===== config.mk =====
export PLATFORM = sky130hd
export DESIGN_NAME = branch_pred
export DESIGN_NICKNAME = d
export VERILOG_FILES = /design/src/rtl/branch_pred.sv
export SDC_FILE = /design/constraint.sdc
export NUM_CORES = 1
export LEC_CHECK = 0
export BUFFER_PORTS_ARGS = -buffer_cell sky130_fd_sc_hd__buf_2
export CAP_MARGIN = 15
export CORE_MARGIN = 2
export CORE_UTILIZATION = 50
export CTS_CLUSTER_SIZE = 28
export DETAILED_ROUTE_END_ITERATION = 7
export GPL_ROUTABILITY_DRIVEN = 0
export PLACE_DENSITY = 0.73
export SLEW_MARGIN = 20
export SYNTH_ARGS = -nofsm -noshare
export SYNTH_HDL_FRONTEND = slang
export SYNTH_SLANG_ARGS = --single-unit

===== constraint.sdc =====
create_clock -name i_clk -period 8.4 [get_ports i_clk]
set_input_delay 1.68 -clock i_clk [delete_from_list [all_inputs] [get_ports i_clk]]
set_output_delay 1.68 -clock i_clk [all_outputs]
set_load 0.1 [all_outputs]

===== src/rtl/branch_pred.sv =====
// Branch resolution unit with a bimodal 2-bit predictor table.
// Prediction is a combinational table read; resolution is registered.
module branch_pred #(
   parameter int XLEN      = 32,
   parameter int BHT_DEPTH = 64,
   parameter int CNT_W     = 16
) (
   input  logic             i_clk,
   input  logic             i_rst_n,
   input  logic [XLEN-1:0]  i_pc_f,
   output logic             o_pred_taken,
   input  logic             i_valid,
   input  logic [XLEN-1:0]  i_pc_e,
   input  logic [XLEN-1:0]  i_dat_a,
   input  logic [XLEN-1:0]  i_dat_b,
   input  logic [2:0]       i_funct3,
   input  logic             i_branch,
   input  logic             i_jump,
   input  logic             i_pred,
   input  logic             i_flush,
   output logic             o_valid,
   output logic             o_br_en,
   output logic             o_mispredict,
   output logic [CNT_W-1:0] o_mispred_cnt
);

   localparam int IDX = $clog2(BHT_DEPTH);

   logic [1:0]     bht [BHT_DEPTH];
   logic [IDX-1:0] idx_f;
   logic [IDX-1:0] idx_e;
   logic           eq;
   logic           lt_s;
   logic           lt_u;
   logic           cmp;
   logic           cond;
   logic           taken;
   logic           accept;
   logic           upd;
   logic           miss;
   logic [1:0]     cur;
   logic [1:0]     nxt;
   logic           unused_pc;

   assign idx_f = i_pc_f[IDX+1:2];
   assign idx_e = i_pc_e[IDX+1:2];
   assign unused_pc = ^{i_pc_f[XLEN-1:IDX+2], i_pc_f[1:0],
                        i_pc_e[XLEN-1:IDX+2], i_pc_e[1:0]};

   // Old table value is returned even when the same entry updates this cycle
   assign o_pred_taken = bht[idx_f][1];

   assign eq   = i_dat_a == i_dat_b;
   assign lt_s = $signed(i_dat_a) < $signed(i_dat_b);
   assign lt_u = i_dat_a < i_dat_b;

   always_comb begin
      cmp = 1'b0;
      unique case (i_funct3[2:1])
         2'b00:   cmp = eq;
         2'b10:   cmp = lt_s;
         2'b11:   cmp = lt_u;
         default: cmp = 1'b0;
      endcase
   end

   assign cond   = cmp ^ i_funct3[0];
   assign taken  = i_jump | (i_branch & cond);
   assign accept = i_valid & ~i_flush;
   assign upd    = accept & i_branch & ~i_jump;
   assign miss   = taken ^ i_pred;
   assign cur    = bht[idx_e];

   always_comb begin
      nxt = cur;
      if (taken) begin
         if (cur != 2'd3) nxt = cur + 2'd1;
      end else begin
         if (cur != 2'd0) nxt = cur - 2'd1;
      end
   end

   always_ff @(posedge i_clk or negedge i_rst_n) begin
      if (!i_rst_n) begin
         for (int i = 0; i < BHT_DEPTH; i++) bht[i] <= 2'd1;
      end else if (upd) begin
         bht[idx_e] <= nxt;
      end
   end

   always_ff @(posedge i_clk or negedge i_rst_n) begin
      if (!i_rst_n) begin
         o_valid      <= 1'b0;
         o_br_en      <= 1'b0;
         o_mispredict <= 1'b0;
      end else begin
         o_valid      <= accept;
         o_br_en      <= accept & taken;
         o_mispredict <= accept & miss;
      end
   end

   // Saturates at all-ones rather than wrapping
   always_ff @(posedge i_clk or negedge i_rst_n) begin
      if (!i_rst_n) begin
         o_mispred_cnt <= '0;
      end else if (accept && miss && (o_mispred_cnt != '1)) begin
         o_mispred_cnt <= o_mispred_cnt + 1'b1;
      end
   end

endmodule


Yosys cells after proc, flatten, opt, wreduce, memory -nomap -nowiden
Index checks and enable logic that the tools add are counted.

word-level totals
  flip-flop bits (word level) = 147
  input bits = 138
  output and inout bits = 20
  logic and storage cells = 112

cells by class
  add/sub/neg operators = 3
  $lt $le $gt $ge = 5
  equality and inequality tests = 5
  multiplexer cells = 13
  bitwise logic cells = 13
  reductions and logical operators = 5

operators with widths
  operator               number
  $bwmux 128             1
  $lt 32x32->1           2
  $eq 32x32->1           1
  $bmux 2 s6             2
  $add 16x1->16 const B  1
  $mux 2                 8
  $ne 16x16->1 const B   1
  $ge 7x7->1 const B     2
  $not 6->7              2
  $demux 2 s6            1
  $lt 7x1->1 const B     1
  $and 1x1->1            6
  $eq 2x2->1 const B     2
  $logic_and 1x1->1      3
  $pmux 1 s3             1
  $add 2x1->2 const B    1
  $logic_not 2->1        1
  $ne 2x2->1 const B     1
  $not 1->1              2
  $reduce_bool 2->1      1
  $sub 2x1->2 const B    1
  $xor 1x1->1            2
  $or 1x1->1             1

Logic depth before layout (Yosys ltp)
Gate-level depths: netlist of the first run.

  depth in word-level cells = 8
  mapped depth = 14
  gate-level depth less buffers = 12

Least setup slack after synthesis of the first run
Ideal clock, no wire load.

  path type = input port to output port
  start = input port i_pc_f[2]
  end = output port o_pred_taken
  arrival time = 4.367 ns
  required time = 6.720 ns
  path slack = 2.353 ns
  stages on the path = 5
  buffers on the path = 2
  cells stage by stage = clkbuf_1 -> buf_1 -> mux4_2 -> mux4_2 -> mux4_2

on the way
  longest elaborated chain between the ends = 4

RTL lines
  item                                       line  RTL
  start, declared                            10    input logic [XLEN-1:0] i_pc_f,
  $not 6->7 (implied by the code)            51    assign o_pred_taken = bht[idx_f][1];
  $bmux 2 s6                                 51
  $mux 2 (implied by the code) (2 in a row)  51
  end, declared                              11    output logic o_pred_taken,

Every way passes these cells. The select of a mux whose other input is x is not followed.

Worst setup path after layout of the first run
Ends and elaborated chain as after synthesis.

==> results.sh, run 1 <==
export IMPL_outcome="complete, no violations"
export IMPL_setup_violations_final=0
export IMPL_drv_cap=0
export IMPL_crit_fanout=16
export IMPL_vias=6821
export IMPL_fin_hold_ws_ps=495
export IMPL_min_to="o_mispred_cnt[9]$_DFFE_PN0P_"
export IMPL_routed_wl_mm=21.4
export IMPL_grt_max_degree=81
export IMPL_clk_latency_ps=430
export IMPL_dp_hpwl_mm=14.4
export IMPL_hp_class="reg2reg"
export IMPL_synth_xor_area_frac=0.0188
export IMPL_clock_sinks=147
export IMPL_worstPathCellList="buf_2 > mux4_2 > mux4_2 > mux4_2 > buf_2"
export IMPL_hp_start="o_mispred_cnt[9]$_DFFE_PN0P_"
export IMPL_leakage_nw=4.34
export IMPL_pre_cts_ws_ps=2300
export IMPL_power_mw=1.90
export IMPL_synth_ff_type="dfrtp_1"
export IMPL_setup_slack_ps=2580
export IMPL_dr_max_layer_used="met4"
export IMPL_synth_top_area_frac=0.247
export IMPL_root_buffer="clkbuf_16"
export IMPL_slew_limit_headroom=0.422
export IMPL_synth_compound_area_frac=0.148
export IMPL_die_w_um=134
export IMPL_synth_fa_ha_area_frac=0.0503
export IMPL_cts_tree="done"
export IMPL_syn_instance_count=860
export IMPL_grt_pass1_vias=6780
export IMPL_min_period_ps=5820
export IMPL_final_util=0.585
export IMPL_cp_arrival_ps=4140
export IMPL_finClkSkew_ps=8.88
export IMPL_cts_buffer_depth=2
export IMPL_drv_slew=0
export IMPL_critPathRequiredTime_ps=6720
export IMPL_coreArea_mm2=0.0165
export IMPL_wl_per_cell_um=18.0
export IMPL_tns_ps=0
export IMPL_synthMuxAreaShare=0.127
export IMPL_drive_gt1_frac=0.294
export IMPL_synth_top_family_by_area="simple AND/OR/NAND/NOR gates"
export IMPL_postCtsHoldBufs=0
export IMPL_synthTopCellsByCount="nor2_1 (216), a21oi_1 (131), dfrtp_1 (83)"
export IMPL_crit_family="multiplexers"
export IMPL_ir_drop_mv=0.205
export IMPL_grtUsageTotal=0.253
export IMPL_num_rows=47
export IMPL_syn_area_per_cell_um2=9.78
export IMPL_synth_enable_flop_cells=0
export IMPL_via_per_inst=5.74
export IMPL_drt_iter0_drc=503
export IMPL_nets=1126
export IMPL_cts_buffers=17
export IMPL_synth_most_common_cell="nor2_1"
export IMPL_end_kind="primary output"
export IMPL_seq_area_frac_synth=0.447
export IMPL_ys_ff_latch=147
export IMPL_worst_pin_slew_ps=866
export IMPL_synth_warning_count=0
export IMPL_dieArea_mm2=0.0179
export IMPL_async_flop_share=1.00
export IMPL_rsz0062_at_grt="no"
export IMPL_drc=0
export IMPL_synth_distinct_cells=55
export IMPL_worst_path_buf_inv=2
export IMPL_hold_viol=0
export IMPL_wl_met2_mm=10.4
export IMPL_io_buffers=105
export IMPL_overflow=0
export IMPL_wl_met3_mm=1.57
export IMPL_die_h_um=134
export IMPL_syn_cell_area_mm2=0.00841
export IMPL_yosys_area_share_simple=0.162
export IMPL_p_per_area_mw_per_mm2=197
export IMPL_regToRegSetupSlack_ps=4980
export IMPL_clk_pin_slew_ps=60
export IMPL_path_depth=5
export IMPL_reg2reg_depth=9
export IMPL_cpPeakStageDelay_ps=610
export IMPL_worstSetupPathType="in2out"
export IMPL_r2r_end="bht[113]$_DFFE_PN0P_"
export IMPL_yosysTopAreaCell="dfrtp_1"
export IMPL_start_kind="input port"
export IMPL_grt_antenna_before_repair=0
export IMPL_r2r_start="bht[23]$_DFFE_PN0P_"
export IMPL_postCtsSetupRepairBufs=0
export IMPL_final_antenna_net_count=0
export IMPL_initial_core_util=0.509
export IMPL_grt_pass1_wl_mm=35.2
export IMPL_yosys_top_cells_area="dfrtp_1 (25%), dfstp_2 (20%), nor2_1 (9.6%)"
export IMPL_post_cts_resized=0
export IMPL_fin_crit_sh=0.693
export IMPL_fmax_ghz=0.172
export IMPL_cpMaxStageDelayCell="mux4_2"
export IMPL_diodes=0
export IMPL_holdPathStages=1
export IMPL_io_pins=158
export IMPL_met1Wirelength_mm=8.81
export IMPL_htreeDepth=4
export IMPL_syn_num_nets=1031
export IMPL_critPathMostFrequentCell="mux4_2"
export IMPL_syn_to_final_growth_pct=15.1
export IMPL_first_pass_iters=5
==> per-layer routing <==
layer  vias to the layer above  track usage
met3                        51       0.0552
met5                         -            0
li1                       3234            -
met2                       256        0.404
met4                         0       0.0940
met1                      3280        0.341
==> area by class of cell <==
cell class	instances	area, µm²
clock buffers	20	437
inverters	39	146
repair buffers	114	639
flip-flops and latches	147	3760
clock inverters	12	158
multi-input cells	636	4260
well taps	220	275
fillers	1407	6850
==> state kept, by name, indices dropped and copies added, names as in the netlist <==
name / cells
o_br_en: 1
o_mispred_cnt: 16
bht: 128
o_valid: 1
o_mispredict: 1
==> cell families after synthesis <==
group | count (synthesis)
buf+inv | 77
mux | 63
flops | 147
simple gates | 315
fa+ha+maj | 34
compound gates | 206
xor+xnor | 18
==> where the power goes <==
group | internal [mW] | switching, mW
registers | 0.761 | 0.0329
logic | 0.109 | 0.231
clock network | 0.468 | 0.302
==> worst max path at each step <==
stage | from | endpoint | slack [ps]
5_1_grt | i_pc_f[2] | o_pred_taken | 2510
3_5_place_dp | i_pc_e[2] | bht[82]$_DFFE_PN1P_ | 2300
2_1_floorplan | i_pc_f[2] | o_pred_taken | 2350
3_3_place_gp | i_pc_e[2] | bht[112]$_DFFE_PN1P_ | 2380
4_1_cts | i_pc_f[2] | o_pred_taken | 2580
6_report | i_pc_f[2] | o_pred_taken | 2580
==> cells in the final DEF, fill, tap and decap left out, types with 21 or more instances in the layout <==
cell,netlist,final
mux4_2,33,33
a21oi_1,131,131
dfrtp_1,83,83
a21oi_2,21,21
nand2_1,32,32
buf_2,9,104
ha_1,33,33
nor2_1,216,216
inv_1,39,39
dfstp_2,64,64
==> worst reg2reg max path, stage by stage, from the launching register on <==
cell     delay (ps)
dfrtp_1         400
mux4_2          480
mux2i_1         160
o22a_1          140
o21ai_0         130
or4_4           600
inv_1            80
maj3_2          630
buf_4           500
a21oi_1         160
==> per-stage QoR <==
step                cell area, µm²  cells
finish                        9670   1188
global placement              9020   1154
global route                  9670   1188
detailed placement            9020   1154
CTS                           9620   1186
floorplan                     8410    860
Note: power is estimated with default switching activity, not from simulation.
==> run 2, diff against run 1 <==
ABC_AREA = 1   (was not set)
PLACE_DENSITY = 0.72   (was 0.73)
clock period = 6 ns   (was 8.4 ns; I/O delays follow)
==> run 2 against run 1 <==
Effect of this change:
- power is 34% higher
- clock power is 43% higher
- synthesized cell count is 46% higher
- non-clock buffer count stayed put
- combinational power is 14% higher
- clock-buffer cell count is 3 lower
- global-route usage is 1.5 points higher
- utilization is 0.91 points lower
==> results.sh, run 2 <==
export IMPL_outcome="complete, no violations"
export IMPL_pwr_share_comb=0.152
export IMPL_fill_cells=1646
export IMPL_final_antenna_net_count=0
export IMPL_grt_antenna_before_repair=0
export IMPL_cp_arrival_ps=3850
export IMPL_use_met3=0.0675
export IMPL_first_pass_iters=5
export IMPL_worstSetupPathType="in2out"
export IMPL_grt_pass1_vias=8205
export IMPL_drv_slew=0
export IMPL_syn_num_nets=1424
export IMPL_postCtsSetupRepairBufs=0
export IMPL_hp_class="reg2reg"
export IMPL_largest_register="bht"
export IMPL_die_h_um=138
export IMPL_rsz0062_at_grt="no"
export IMPL_synth_top_area_frac=0.230
export IMPL_initial_core_util=0.506
export IMPL_io_pins=158
export IMPL_syn_to_final_growth_pct=13.9
export IMPL_num_rows=49
export IMPL_p_seq_frac=0.415
export IMPL_clk_latency_ps=430
export IMPL_p_int_mw=1.79
export IMPL_yosys_top_cells_area="dfrtp_1 (23%), dfstp_2 (19%), nand2_1 (18%)"
export IMPL_slew_limit_headroom=0.426
export IMPL_end_kind="primary output"
export IMPL_syn_instance_count=1253
export IMPL_async_flop_share=1.00
export IMPL_final_cell_mix="nand2_1 (435), inv_1 (154), buf_2 (104), dfrtp_1 (83), nor2_1 (76)"
export IMPL_syn_area_per_cell_um2=7.20
export IMPL_post_cts_resized=0
export IMPL_grt_pass1_wl_mm=41.3
export IMPL_cpMaxStageDelayCell="clkinv_1"
export IMPL_htreeDepth=4
export IMPL_root_buffer="clkbuf_16"
export IMPL_largest_reg_flops=128
export IMPL_cpPeakStageDelay_ps=600
export IMPL_fmax_ghz=0.198
export IMPL_via_per_inst=5.46
export IMPL_diodes=0
export IMPL_grt_use_met1=0.363
export IMPL_ir_drop_mv=0.346
export IMPL_synth_warning_count=0
export IMPL_dp_hpwl_mm=16.9
export IMPL_start_kind="input port"
export IMPL_drc=0
export IMPL_wl_per_cell_um=15.9
export IMPL_synthTopCellsByCount="nand2_1 (435), inv_1 (154), dfrtp_1 (83)"
export IMPL_synth_ff_type="dfrtp_1"
export IMPL_finClkSkew_ps=9.02
export IMPL_leakage_nw=4.79
export IMPL_ys_ff_latch=147
export IMPL_synth_most_common_cell="nand2_1"
export IMPL_busiest_layer="met2"
export IMPL_clk_pin_slew_ps=60
export IMPL_crit_fanout=39
export IMPL_switchingPower_mw=0.763
export IMPL_cts_buffers=17
export IMPL_fin_hold_ws_ps=464
export IMPL_synth_distinct_cells=47
export IMPL_p_per_area_mw_per_mm2=248
export IMPL_drive_gt1_frac=0.174
export IMPL_coreArea_mm2=0.0178
export IMPL_drv_cap=0
export IMPL_switching_share=0.299
export IMPL_nets=1515
export IMPL_yosysTopAreaCell="dfrtp_1"
export IMPL_top_regs="bht x128, o_mispred_cnt x16"
export IMPL_setup_violations_final=0
export IMPL_clkPwrFrac=0.433
export IMPL_tns_ps=0
export IMPL_drt_iter0_drc=844
export IMPL_seq_area_frac_synth=0.417
export IMPL_vias=8661
export IMPL_grt_max_degree=96
export IMPL_use_met2=0.424
export IMPL_final_util=0.576
export IMPL_fin_crit_sh=0.841
export IMPL_cts_buffer_depth=2
export IMPL_min_period_ps=5050
export IMPL_worstPathCellList="buf_2 > clkinv_1 > o21ai_0 > a211oi_1 > o31ai_1 > o221ai_1 > o31ai_1 > buf_2"
export IMPL_clock_sinks=147
export IMPL_worst_pin_slew_ps=861
export IMPL_layout_commonest_cell="nand2_1"
export IMPL_grtUsageTotal=0.268
export IMPL_routed_wl_mm=25.2
export IMPL_dieArea_mm2=0.0191
export IMPL_postCtsHoldBufs=0
export IMPL_io_buffers=105
export IMPL_die_w_um=138
export IMPL_critPathRequiredTime_ps=4800
export IMPL_syn_cell_area_mm2=0.00902
export IMPL_overflow=0
export IMPL_cts_tree="done"
export IMPL_synth_enable_flop_cells=0
export IMPL_hold_viol=0
## run 2: kinds of logic (layout without fill, tap and decap cells)
logic type      Yosys count  in the layout  share of synthesized area
compound gates          211            211                      0.136
xor+xnor                 14             14                     0.0136
fa+ha+maj                33             33                     0.0458
buf+inv                 207            311                     0.0960
flops                   147            147                      0.417
simple gates            641            641                      0.292
## run 2: final timing paths
check / start / end / slack, ps / depth (start not counted)
max in group asynchronous: i_rst_n / o_mispred_cnt[10]$_DFFE_PN0P_ / 3900 / 2
min in group asynchronous: i_rst_n / bht[5]$_DFFE_PN0P_ / 870 / 1
worst min register to register: bht[14]$_DFFE_PN1P_ / bht[14]$_DFFE_PN1P_ / 460 / 2
worst min-delay path: bht[14]$_DFFE_PN1P_ / bht[14]$_DFFE_PN1P_ / 460 / 2
worst max-delay path: i_pc_f[2] / o_pred_taken / 950 / 8
worst max register to register: o_mispred_cnt[0]$_DFFE_PN0P_ / o_mispred_cnt[12]$_DFFE_PN0P_ / 3100 / 9
## run 2: metal layers
metal / share of wire / routed length, µm
met4: 0.022 / 557
met3: 0.096 / 2420
met2: 0.45 / 11200
met5: 0 / 0
met1: 0.44 / 11000
## run 2: layout make-up
type                    count  area, µm²  share of cell area
flip-flops and latches    147       3760               0.366
clock buffers              17        425              0.0414
well taps                 229        287              0.0279
clock inverters            15        183              0.0178
inverters                 165        619              0.0602
multi-input cells         899       4410               0.429
repair buffers            114        599              0.0583
## run 2: metrics by stage
step / worst slack (ps) / power (mW) / cell area, µm² / std cells
6_report: 954 / 2.55 / 10300 / 1586
5_1_grt: 725 / 2.65 / 10300 / 1586
4_1_cts: 1010 / 2.56 / 10300 / 1586
3_5_place_dp: 1020 / 1.46 / 9670 / 1554
3_3_place_gp: 1030 / 1.46 / 9670 / 1554
2_1_floorplan: 375 / 1.34 / 9020 / 1253
## run 2: power groups by stage
stage / Sequential, mW / Clock (mW) / Combinational (mW)
6_report: 1.06 / 1.10 / 0.389
4_1_cts: 1.06 / 1.12 / 0.389
3_3_place_gp: 1.07 / 0 / 0.382
3_5_place_dp: 1.07 / 0 / 0.387
2_1_floorplan: 1.15 / 0 / 0.186
5_1_grt: 1.06 / 1.16 / 0.425
## run 2: worst max-delay path: cells and delay by family
family                 cells  cell delay [ps]
buffers and inverters      3             1620
AOI/OAI and AO/OA          5             1000
==> run 3, diff against run 2 <==
PLACE_DENSITY = 0.75   (was 0.72)
clock period = 4.2 ns   (was 6 ns; I/O delays follow)
==> run 3 against run 2 <==
Effect of this change:
- first-iteration DRC count increased by 18%
- sequential power up 42%
- wire length is 2.8% higher
- sequential share of layout area shrank 0.34 points
- global-route usage increased by 0.77 points
- utilization increased by 0.54 points
- clock-buffer cell count grew 3
- sequential cell count unchanged
- register-to-register slack got worse by 1300 ps
==> results.sh, run 3 (synthesized netlist as in run 2, its figures left out) <==
export IMPL_setup_violations_final=0
export IMPL_start_kind="input port"
export IMPL_min_period_ps=3660
export IMPL_coreArea_mm2=0.0178
export IMPL_vias=8792
export IMPL_postCtsSetupRepairBufs=0
export IMPL_io_pins=158
export IMPL_fmax_ghz=0.274
export IMPL_ff_latch_area_mm2=0.00376
export IMPL_drc=0
export IMPL_hp_start="bht[30]$_DFFE_PN1P_"
export IMPL_root_buffer="clkbuf_16"
export IMPL_slew_limit_headroom=0.324
export IMPL_clkPwrFrac=0.425
export IMPL_min_to="bht[30]$_DFFE_PN1P_"
export IMPL_r2r_start="bht[1]$_DFFE_PN0P_"
export IMPL_largest_reg_flops=128
export IMPL_ir_drop_mv=0.605
export IMPL_holdPathStages=2
export IMPL_p_per_area_mw_per_mm2=350
export IMPL_multi_input_area_mm2=0.00441
export IMPL_dp_hpwl_mm=17.0
export IMPL_grtUsageTotal=0.276
export IMPL_p_int_mw=2.54
export IMPL_power_mw=3.63
export IMPL_final_antenna_net_count=0
export IMPL_grt_max_degree=102
export IMPL_leakage_nw=4.83
export IMPL_critPathRequiredTime_ps=3360
export IMPL_p_seq_frac=0.417
export IMPL_dieArea_mm2=0.0191
export IMPL_die_h_um=138
export IMPL_top_regs="bht x128, o_mispred_cnt x16"
export IMPL_grt_antenna_before_repair=0
export IMPL_clk_pin_slew_ps=60
export IMPL_grt_pass1_vias=8626
export IMPL_crit_fanout=17
export IMPL_drt_iter0_drc=992
export IMPL_finClkSkew_ps=11.5
export IMPL_htreeDepth=4
export IMPL_nets=1525
export IMPL_hp_class="reg2reg"
export IMPL_end_kind="primary output"
export IMPL_routed_wl_mm=25.9
export IMPL_first_pass_iters=5
export IMPL_cp_arrival_ps=2820
export IMPL_regToRegSetupSlack_ps=1780
export IMPL_io_buffers=105
export IMPL_tns_ps=0
export IMPL_drive_gt1_frac=0.180
export IMPL_cts_tree="done"
export IMPL_outcome="complete, no violations"
export IMPL_final_util=0.582
export IMPL_diodes=0
export IMPL_rsz0062_at_grt="no"
export IMPL_final_cell_mix="nand2_1 (435), inv_1 (154), buf_2 (103), dfrtp_1 (83), nor2_1 (76)"
export IMPL_layout_commonest_cell="nand2_1"
export IMPL_post_cts_resized=0
export IMPL_postCtsHoldBufs=0
export IMPL_switching_share=0.301
export IMPL_initial_core_util=0.506
export IMPL_cts_buffers=17
export IMPL_overflow=0
export IMPL_reg2reg_depth=13
export IMPL_die_w_um=138
export IMPL_drv_slew=0
export IMPL_via_per_inst=5.51
export IMPL_syn_to_final_growth_pct=15.0
export IMPL_hold_viol=0
export IMPL_r2r_end="bht[39]$_DFFE_PN0P_"
export IMPL_grt_pass1_wl_mm=42.5
export IMPL_fill_cells=1606
export IMPL_fin_crit_sh=0.870
export IMPL_cts_buffer_depth=2
export IMPL_clk_latency_ps=440
export IMPL_worst_pin_slew_ps=1010
export IMPL_largest_register="bht"
export IMPL_pwr_share_comb=0.158
export IMPL_drv_cap=0
export IMPL_num_rows=49
export IMPL_worstSetupPathType="in2out"
export IMPL_wl_per_cell_um=16.3
export IMPL_switchingPower_mw=1.10
export IMPL_clock_sinks=147
## run 3: cell types whose count changed in the layout (fill, tap and decap cells not counted)
cell	change
bufinv_16	-1
clkbuf_1	+1
o31ai_2	+1
nand2_4	-1
o31ai_1	-1
inv_6	-1
clkinvlp_4	+2
buf_2	-1
clkinv_4	-3
clkbuf_8	+2
buf_12	+3
nand2_2	+1
buf_4	+8
## run 3: worst max-delay path by stage
stage               from                   to  slack [ps]
2_1_floorplan  i_pc_f[2]         o_pred_taken         150
3_3_place_gp   i_pc_e[2]  bht[94]$_DFFE_PN1P_         410
3_5_place_dp   i_pc_e[2]  bht[80]$_DFFE_PN1P_         360
4_1_cts        i_pc_f[2]         o_pred_taken         610
5_1_grt        i_pc_f[2]         o_pred_taken         470
6_report       i_pc_f[2]         o_pred_taken         540
## run 3: per-stage QoR
step           std cells  hold slack, ps  setup slack, ps  instance area [µm²]
3_3_place_gp        1564             453              407                 9790
6_report            1596             468              545                10400
4_1_cts             1596             468              611                10400
5_1_grt             1596             474              468                10400
2_1_floorplan       1253             445              154                 9030
3_5_place_dp        1564             458              363                 9790
## run 3: power by group through the flow
stage / Sequential [mW] / Clock [mW] / Combinational [mW]
after floorplan: 1.65 / 0 / 0.266
after CTS: 1.51 / 1.55 / 0.573
after global placement: 1.53 / 0 / 0.560
final: 1.51 / 1.54 / 0.575
after detailed placement: 1.54 / 0 / 0.570
after global routing: 1.52 / 1.61 / 0.628
## run 3: critical path: stages
cell and delay, ps:
buf_2 100, clkinv_1 320, buf_4 340, o21ai_0 170, a211oi_1 100, o31ai_1 400
o221ai_1 180, o31ai_2 130, buf_12 220
## run 3: metal layers
layer | global-route usage | wire length (µm)
met4 | 0.102 | 747
met1 | 0.365 | 10700
met3 | 0.0669 | 2550
met5 | 0 | 0
met2 | 0.442 | 11900
## run 3: final cells by class
class,count,area share
multi-input cells,899,0.425
flip-flops and latches,147,0.362
clock buffers,20,0.0440
clock inverters,12,0.0128
repair buffers,124,0.0688
inverters,165,0.0597
well taps,229,0.0276
